`src/rtl/pipeline_ctrl_pkg.sv`:
```
// Shared CPU pipeline encodings: FSM states and hazard priority levels used by pipeline_ctrl.
// Constants only; no latency or flow control of its own.
package pipeline_ctrl_pkg;

    typedef enum logic [1:0] {
        ST_RUN   = 2'd0,
        ST_DWAIT = 2'd1,
        ST_IWAIT = 2'd2
    } state_t;

    // Lower value wins; PRIO_NONE means the pipeline advances freely.
    typedef enum logic [2:0] {
        PRIO_NONE       = 3'd0,
        PRIO_FREEZE     = 3'd1,
        PRIO_REDIRECT   = 3'd2,
        PRIO_LOAD_USE   = 3'd3,
        PRIO_FETCH_MISS = 3'd4
    } prio_t;

endpackage

```
`src/rtl/pipeline_ctrl_load_use_detect.sv`:
```
// Load-use hazard compare between the ID sources and the EX load destination.
// Purely combinational, zero latency; no backpressure.
module load_use_detect (
    input  logic [4:0] id_rs1,
    input  logic [4:0] id_rs2,
    input  logic       id_use_rs1,
    input  logic       id_use_rs2,
    input  logic [4:0] ex_rd,
    input  logic       ex_mem_read,
    output logic       hazard
);
    // x0 is hardwired zero, so a load targeting it never creates a dependency.
    assign hazard = ex_mem_read && (ex_rd != 5'd0) &&
                    ((id_use_rs1 && (id_rs1 == ex_rd)) ||
                     (id_use_rs2 && (id_rs2 == ex_rd)));
endmodule

```
`src/rtl/pipeline_ctrl.sv`:
```
// Pipeline stall/flush controller with wait FSM, dmem timeout and perf counters.
// Enables/flushes are same-cycle combinational; dmem freeze stalls every stage until ready.
module pipeline_ctrl
    import pipeline_ctrl_pkg::*;
#(
    parameter int unsigned TIMEOUT = 255,
    parameter int unsigned CNT_W   = 32
) (
    input  logic             clk,
    input  logic             rst_n,
    input  logic [4:0]       id_rs1,
    input  logic [4:0]       id_rs2,
    input  logic             id_use_rs1,
    input  logic             id_use_rs2,
    input  logic [4:0]       ex_rd,
    input  logic             ex_mem_read,
    input  logic             ex_branch_taken,
    input  logic             imem_ready,
    input  logic             dmem_req,
    input  logic             dmem_ready,
    output logic             pc_en,
    output logic             if_id_en,
    output logic             id_ex_en,
    output logic             ex_mem_en,
    output logic             mem_wb_en,
    output logic             if_id_flush,
    output logic             id_flush,
    output logic [CNT_W-1:0] stall_cycles,
    output logic [CNT_W-1:0] flush_events,
    output logic             mem_timeout,
    output logic [1:0]       state
);
    localparam int unsigned WC_W = (TIMEOUT > 0) ? $clog2(TIMEOUT + 1) : 1;

    state_t          cur_state;
    state_t          next_state;
    prio_t           prio;
    logic            hazard;
    logic            freeze;
    logic [WC_W-1:0] wait_cnt;

    load_use_detect u_load_use_detect (
        .id_rs1      (id_rs1),
        .id_rs2      (id_rs2),
        .id_use_rs1  (id_use_rs1),
        .id_use_rs2  (id_use_rs2),
        .ex_rd       (ex_rd),
        .ex_mem_read (ex_mem_read),
        .hazard      (hazard)
    );

    assign freeze = dmem_req & ~dmem_ready;
    assign state  = cur_state;

    // A branch held in a frozen EX waits here and fires on the first unfrozen cycle.
    always_comb begin
        if (freeze)                prio = PRIO_FREEZE;
        else if (ex_branch_taken)  prio = PRIO_REDIRECT;
        else if (hazard)           prio = PRIO_LOAD_USE;
        else if (!imem_ready)      prio = PRIO_FETCH_MISS;
        else                       prio = PRIO_NONE;
    end

    always_comb begin
        pc_en       = 1'b1;
        if_id_en    = 1'b1;
        id_ex_en    = 1'b1;
        ex_mem_en   = 1'b1;
        mem_wb_en   = 1'b1;
        if_id_flush = 1'b0;
        id_flush    = 1'b0;
        next_state  = ST_RUN;
        case (prio)
            PRIO_FREEZE: begin
                pc_en      = 1'b0;
                if_id_en   = 1'b0;
                id_ex_en   = 1'b0;
                ex_mem_en  = 1'b0;
                mem_wb_en  = 1'b0;
                next_state = ST_DWAIT;
            end
            PRIO_REDIRECT: begin
                if_id_flush = 1'b1;
                id_flush    = 1'b1;
            end
            PRIO_LOAD_USE: begin
                pc_en    = 1'b0;
                if_id_en = 1'b0;
                id_flush = 1'b1;
            end
            PRIO_FETCH_MISS: begin
                pc_en       = 1'b0;
                if_id_flush = 1'b1;
                next_state  = ST_IWAIT;
            end
            default: ;
        endcase
    end

    always_ff @(posedge clk or negedge rst_n) begin
        if (!rst_n) begin
            cur_state    <= ST_RUN;
            wait_cnt     <= '0;
            mem_timeout  <= 1'b0;
            stall_cycles <= '0;
            flush_events <= '0;
        end else begin
            cur_state <= next_state;
            if (cur_state == ST_DWAIT && freeze) begin
                if (wait_cnt != WC_W'(TIMEOUT))
                    wait_cnt <= wait_cnt + 1'b1;
            end else begin
                wait_cnt <= '0;
            end
            if (wait_cnt == WC_W'(TIMEOUT))
                mem_timeout <= 1'b1;
            if (!pc_en && (stall_cycles != '1))
                stall_cycles <= stall_cycles + 1'b1;
            if ((prio == PRIO_REDIRECT) && (flush_events != '1))
                flush_events <= flush_events + 1'b1;
        end
    end
endmodule

```
`config.mk`:
```
export PLATFORM = sky130hd
export DESIGN_NAME = pipeline_ctrl
export DESIGN_NICKNAME = d
export VERILOG_FILES = /design/src/rtl/pipeline_ctrl_pkg.sv /design/src/rtl/pipeline_ctrl_load_use_detect.sv /design/src/rtl/pipeline_ctrl.sv
export SDC_FILE = /design/constraint.sdc
export NUM_CORES = 1
export LEC_CHECK = 0
export ABC_AREA = 1
export BUFFER_PORTS_ARGS = -buffer_cell sky130_fd_sc_hd__buf_2
export CAP_MARGIN = 20
export CORE_MARGIN = 4
export CORE_UTILIZATION = 30
export CTS_CLUSTER_SIZE = 24
export DETAILED_ROUTE_END_ITERATION = 8
export GPL_TIMING_DRIVEN = 0
export HOLD_SLACK_MARGIN = 0.03
export MAX_ROUTING_LAYER = met4
export PLACE_DENSITY_LB_ADDON = 0.1
export SKIP_CTS_REPAIR_TIMING = 1
export SYNTH_ARGS = -nofsm -noshare
export SYNTH_HDL_FRONTEND = slang
export SYNTH_HIERARCHICAL = 1
export SYNTH_SLANG_ARGS = --single-unit
export TNS_END_PERCENT = 1
```
`constraint.sdc`:
```
create_clock -name clk -period 2.68 [get_ports clk]
set_input_delay 0.134 -clock clk [delete_from_list [all_inputs] [get_ports clk]]
set_output_delay 0.134 -clock clk [all_outputs]
set_load 0.02 [all_outputs]
```
# Yosys cells after proc, flatten, opt, wreduce, memory -nomap -nowiden
# Cells that the tools add are included.
# Widths: inputs -> output; s select.
# totals
register_bits	75
output_inout_bits	74
# classes
addsub	3
eq_ne	12
n_mux	12
bitwise	2
n_reduce_logical	13
# op_table
cell	count
$add 32x1->32 const B	2
$ne 32x32->1 const B	2
$mux 8	2
$mux 3	4
$eq 5x5->1	2
$add 8x1->8 const B	1
$eq 8x8->1 const B	1
$ne 8x8->1 const B	1
$logic_and 1x1->1	7
$eq 3x2->1 const B	2
$reduce_or 2->1	3
$mux 1	5
$reduce_bool 5->1	1
$pmux 2 s2	1
$eq 3x1->1 const B	1
$eq 3x3->1 const B	1
$reduce_or 3->1	1
$eq 2x1->1 const B	1
$ne 2x1->1 const B	1
$and 1x1->1	1
$logic_or 1x1->1	1
$not 1->1	1

# Longest topological paths before layout
# depth
word_depth	10
mapped_depth	14
depth_no_buf	14

# Cells and area by module
# The synthesis kept the hierarchy.
# modules_own_cells
module	n_inst	cells_each	area_each_um2	seq_area_each_um2
pipeline_ctrl	1	757	4936.0	1876.8
load_use_detect	1	54	216.5	0.0

# Worst setup path after synthesis
# Ideal clock, no wire load.
# synth_timing
path_kind	reg2reg
start	register stall_cycles[1]
end	register stall_cycles[16]
setup_ps	117
arrival_ps	1629
required_ps	2563
path_slack_ps	934
path_stages_with_launch	11
cell_sequence	dfrtp_1 > ha_1 > inv_1 > nor2_4 > nand2_4 > nor2_2 > nand2_2 > buf_6 > buf_6 > nand3b_1 > nand2_1
# synth_between
elab_chain_len	2
word_cells_on_any_way	3
cone_classes	1 x add/sub; 1 x eq/ne; 1 x reduce/logical
# synth_lines
element	line_no	text
from (decl)	pipeline_ctrl.sv:28	output logic [CNT_W-1:0] stall_cycles,
from (signal assigned)	pipeline_ctrl.sv:118	stall_cycles <= stall_cycles + 1'b1;
branches (longest 2 deep; another with $add 32x1->32)	-	
# Parallel ways; which one is timed is not known.
# A chain may end at the register's enable or synchronous reset.

# Worst setup path after layout
# layout_timing
start	input port dmem_ready
end	output port pc_en
# layout_between
elab_chain_len	6
word_cells_on_any_way	8
cone_classes	3 x eq/ne; 2 x mux; 2 x bitwise; 1 x reduce/logical
# layout_lines
element	line_no	text
from (decl)	pipeline_ctrl.sv:20	input logic dmem_ready,
$not 1->1 *	pipeline_ctrl.sv:52	assign freeze = dmem_req & ~dmem_ready;
$and 1x1->1 *	pipeline_ctrl.sv:52	
$mux 3 *	pipeline_ctrl.sv:57	if (freeze) prio = PRIO_FREEZE;
$eq 3x3->1 (tied with other cells)	pipeline_ctrl.sv:73	case (prio)
$reduce_or 3->1 (no line) *	-	
$mux 1 *	pipeline_ctrl.sv:73	
to (decl)	pipeline_ctrl.sv:21	output logic pc_en,
# Every way passes the cells marked *; elsewhere a longest branch is shown, timed or not.

==> out/qor.yml <==
die:
  num_rows: 47
  dieWidth_microns: 139
  initial_core_util_pct: 30.9
  io_pins: 98
  dieArea_sq_um: 19300
  core_area_sq_um: 16700
  dieHeight_microns: 139
grt:
  grt_pass1_vias: 4735
  grt_max_degree: 49
  antenna_found_initial: 0
  grt_first_pass_wirelength_microns: 25200
  grt_overflow_total: 0
  grtUsageTotal_pct: 16.5
logic_synthesis:
  netlist_area_sq_um: 5150
  avgSynthCellArea_sq_um: 6.35
  synthMuxAreaShare_pct: 0
  synth_top_family_by_area: "simple AND/OR/NAND/NOR gates"
  syn-num-nets: 838
  yosys.area_share.simple_pct: 49.1
  ys_types: 30
  synth_compound_area_share_pct: 2.31
  synth-xor-area-share_pct: 3.06
  synth_fa_ha_area_share_pct: 0.729
  yosysWarnings: 6
  synth_cells: 811
  synth-seq-area-share_pct: 36.4
  ys_seq_elements: 75
sta:
  rsz0062_at_grt: "no"
  timing.final.crit_share_pct: 72.7
  finalCriticalPeriod_ps: 1950
  finalSetupTns_ps: 0
  max_slew.worst_pin.slew_ps: 584
  max_slew_margin_pct: 60.9
  skew_ps: 9.17
  fmax_mhz: 513
  finalMaxSlewViolations: 0
  hold_viol: 0
  finalSetupViolCount: 0
cts:
  cts_sinks: 75
  cts-root-buf: "clkbuf_16"
  clock_path_buffers: 2
  cts_tree: "done"
  insertion_delay_ps: 340
  cts_buffers: 9
  clk_pin_slew_ps: 60
  h-tree-depth: 3
hold_path:
  hold_end: "state[0]"
  hold_start: "dmem_req"
  whs_path_depth: 3
  min_path_type: "primary input to flop"
pwr:
  power_density_nw_per_um2: 503
  p_sw_uw: 930
  p_int_uw: 2240
  combPwrFrac_pct: 15.3
  switching_share_pct: 29.3
  leakagePower_uw: 0.00321
  vdd_drop_max_mv: 0.331
  p_clk_share_pct: 43.8
  seq_power_share_pct: 40.9
setup_path:
  critPathLaunchType: "primary input"
  worstPathArrival_ps: 1820
  critPathKind: "primary input to primary output"
  r2r_start: "stall_cycles[0]"
  worstPathRequired_ps: 2550
  crit_path_end_kind: "primary output"
  reg2reg_slack_ps: 800
  r2r_end: "stall_cycles[28]"
  cp_max_fo: 6
  r2r_cells: 11
cells_and_area:
  antennaDiodeCount: 0
  fin_nets: 949
  area_growth_pct: 22.2
  fillers: 1827
  final_cell_count_no_fill: 1147
  drive_gt1_share_pct: 17.0
placed_design:
  dp_hpwl_microns: 11900
  port_buffers: 97
  placed_cells: 1129
  gp_congestion: 0.875
detailed_routing:
  via_per_inst: 4.48
  drt_iter0_drc: 318
  wirelength_microns: 15200
  via_count: 5138
  wl_per_cell_microns: 13.3
  first_pass_iters: 5
  route.detailed.drc: 0
  drtAntennaViolNets: 0
status:
  status: "finished clean"
flow_run:
  cap_violations: 0
[metrics by stage]
| step | utilization (%) | total power, uW | hold slack, ps | setup WS (ps) | instance area (sq um) |
|---|---|---|---|---|---|
| after CTS | 37.6 | 3220 | -268 | 755 | 6280 |
| after global placement | 35.4 | 1800 | 353 | 658 | 5910 |
| final | 37.7 | 3170 | 61.0 | 730 | 6300 |
| after detailed placement | 35.6 | 1810 | 98.6 | 679 | 5940 |
| after floorplan | - | 1610 | -162 | 934 | 5150 |
| after global routing | 37.7 | 3330 | 81.2 | 543 | 6300 |
[area by class of cell]
| type | count | area (sq um) | share of cell area [%] |
|---|---|---|---|
| clock inverter | 5 | 82.6 | 1.31 |
| inverter | 89 | 334 | 5.30 |
| buffer | 12 | 100 | 1.59 |
| timing repair buffer | 100 | 536 | 8.50 |
| multi-input combinational | 635 | 2840 | 45.1 |
| tap | 220 | 275 | 4.37 |
| clock buffer | 11 | 253 | 4.01 |
| sequential | 75 | 1880 | 29.8 |
[per-layer routing]
metal	GRT usage [%]	part of all wire, %
met1	22.6	50
met5	-	0
met2	25.4	45
met3	2.90	3.6
met4	4.12	1.1
[flip-flops by register name, summed over array words and instances (netlist names)]
name / cells
mem_timeout: 1
stall_cycles: 32
flush_events: 32
state: 2
wait_cnt: 8
[cell usage after synthesis (all sizes together)]
cell | count | share of area (%)
xnor2 | 8 | 1.4
clkbuf | 1 | 0.073
dfrtp | 75 | 36
a31oi | 1 | 0.12
buf | 11 | 1.9
nand4 | 18 | 2.2
nor3 | 4 | 0.58
and2 | 1 | 0.12
or2 | 2 | 0.24
inv | 89 | 6.5
a21oi | 5 | 0.49
xor2 | 10 | 1.7
nand3b | 15 | 2.2
o31ai | 1 | 0.15
ha | 3 | 0.73
nand2 | 368 | 28
nor2 | 133 | 11
and3b | 1 | 0.17
o21ai | 16 | 1.6
nand3 | 49 | 4.8
[worst max-delay path, cell delays in order]
cell	delay (ps)
dlygate4sd3_1	530
buf_2	120
inv_1	30
nand2_1	180
nand2_1	120
nor2_1	440
buf_2	260
[power groups by stage]
stage	Combinational, uW	Clock [uW]	Sequential [uW]
2_1_floorplan	234	0	1380
3_3_place_gp	484	0	1320
3_5_place_dp	491	0	1320
4_1_cts	493	1430	1300
5_1_grt	544	1470	1310
6_report	485	1390	1300
[cells in the final DEF (no fill, tap or decap), types with 2 or more instances in the layout]
cell / n
nor2_2: 7
dfrtp_1: 75
nand2_2: 7
or2_2: 2
inv_2: 5
nand3b_1: 15
dlygate4sd3_1: 2
nor2_1: 121
buf_2: 98
o21ai_0: 14
xor2_1: 10
nand4_1: 18
buf_4: 5
bufinv_16: 2
nand2_4: 5
clkbuf_8: 2
nand3_1: 49
buf_6: 5
nand2_1: 356
inv_1: 84
nor2_4: 4
o21ai_1: 2
a21oi_1: 5
xnor2_1: 8
ha_1: 3
clkbuf_16: 9
nor3_2: 2
nor3_1: 2
[kinds of logic after synthesis]
| kind of cell | after synthesis |
|---|---|
| XOR/XNOR | 18 |
| buffers and inverters | 101 |
| flip-flops | 75 |
| AO/OA/AOI/OAI | 23 |
| AND/OR/NAND/NOR | 591 |
| adder cells (fa/ha/maj) | 3 |
[worst max-delay path by stage]
stage / startpoint / end / slack (ps)
after floorplan: stall_cycles[1] / stall_cycles[16] / 930
after global placement: ex_rd[2] / stall_cycles[25] / 660
after detailed placement: ex_rd[3] / stall_cycles[25] / 680
after CTS: ex_rd[3] / pc_en / 760
after global routing: ex_rd[3] / pc_en / 540
final: dmem_ready / pc_en / 730
Power figures use the tool's default switching activity.
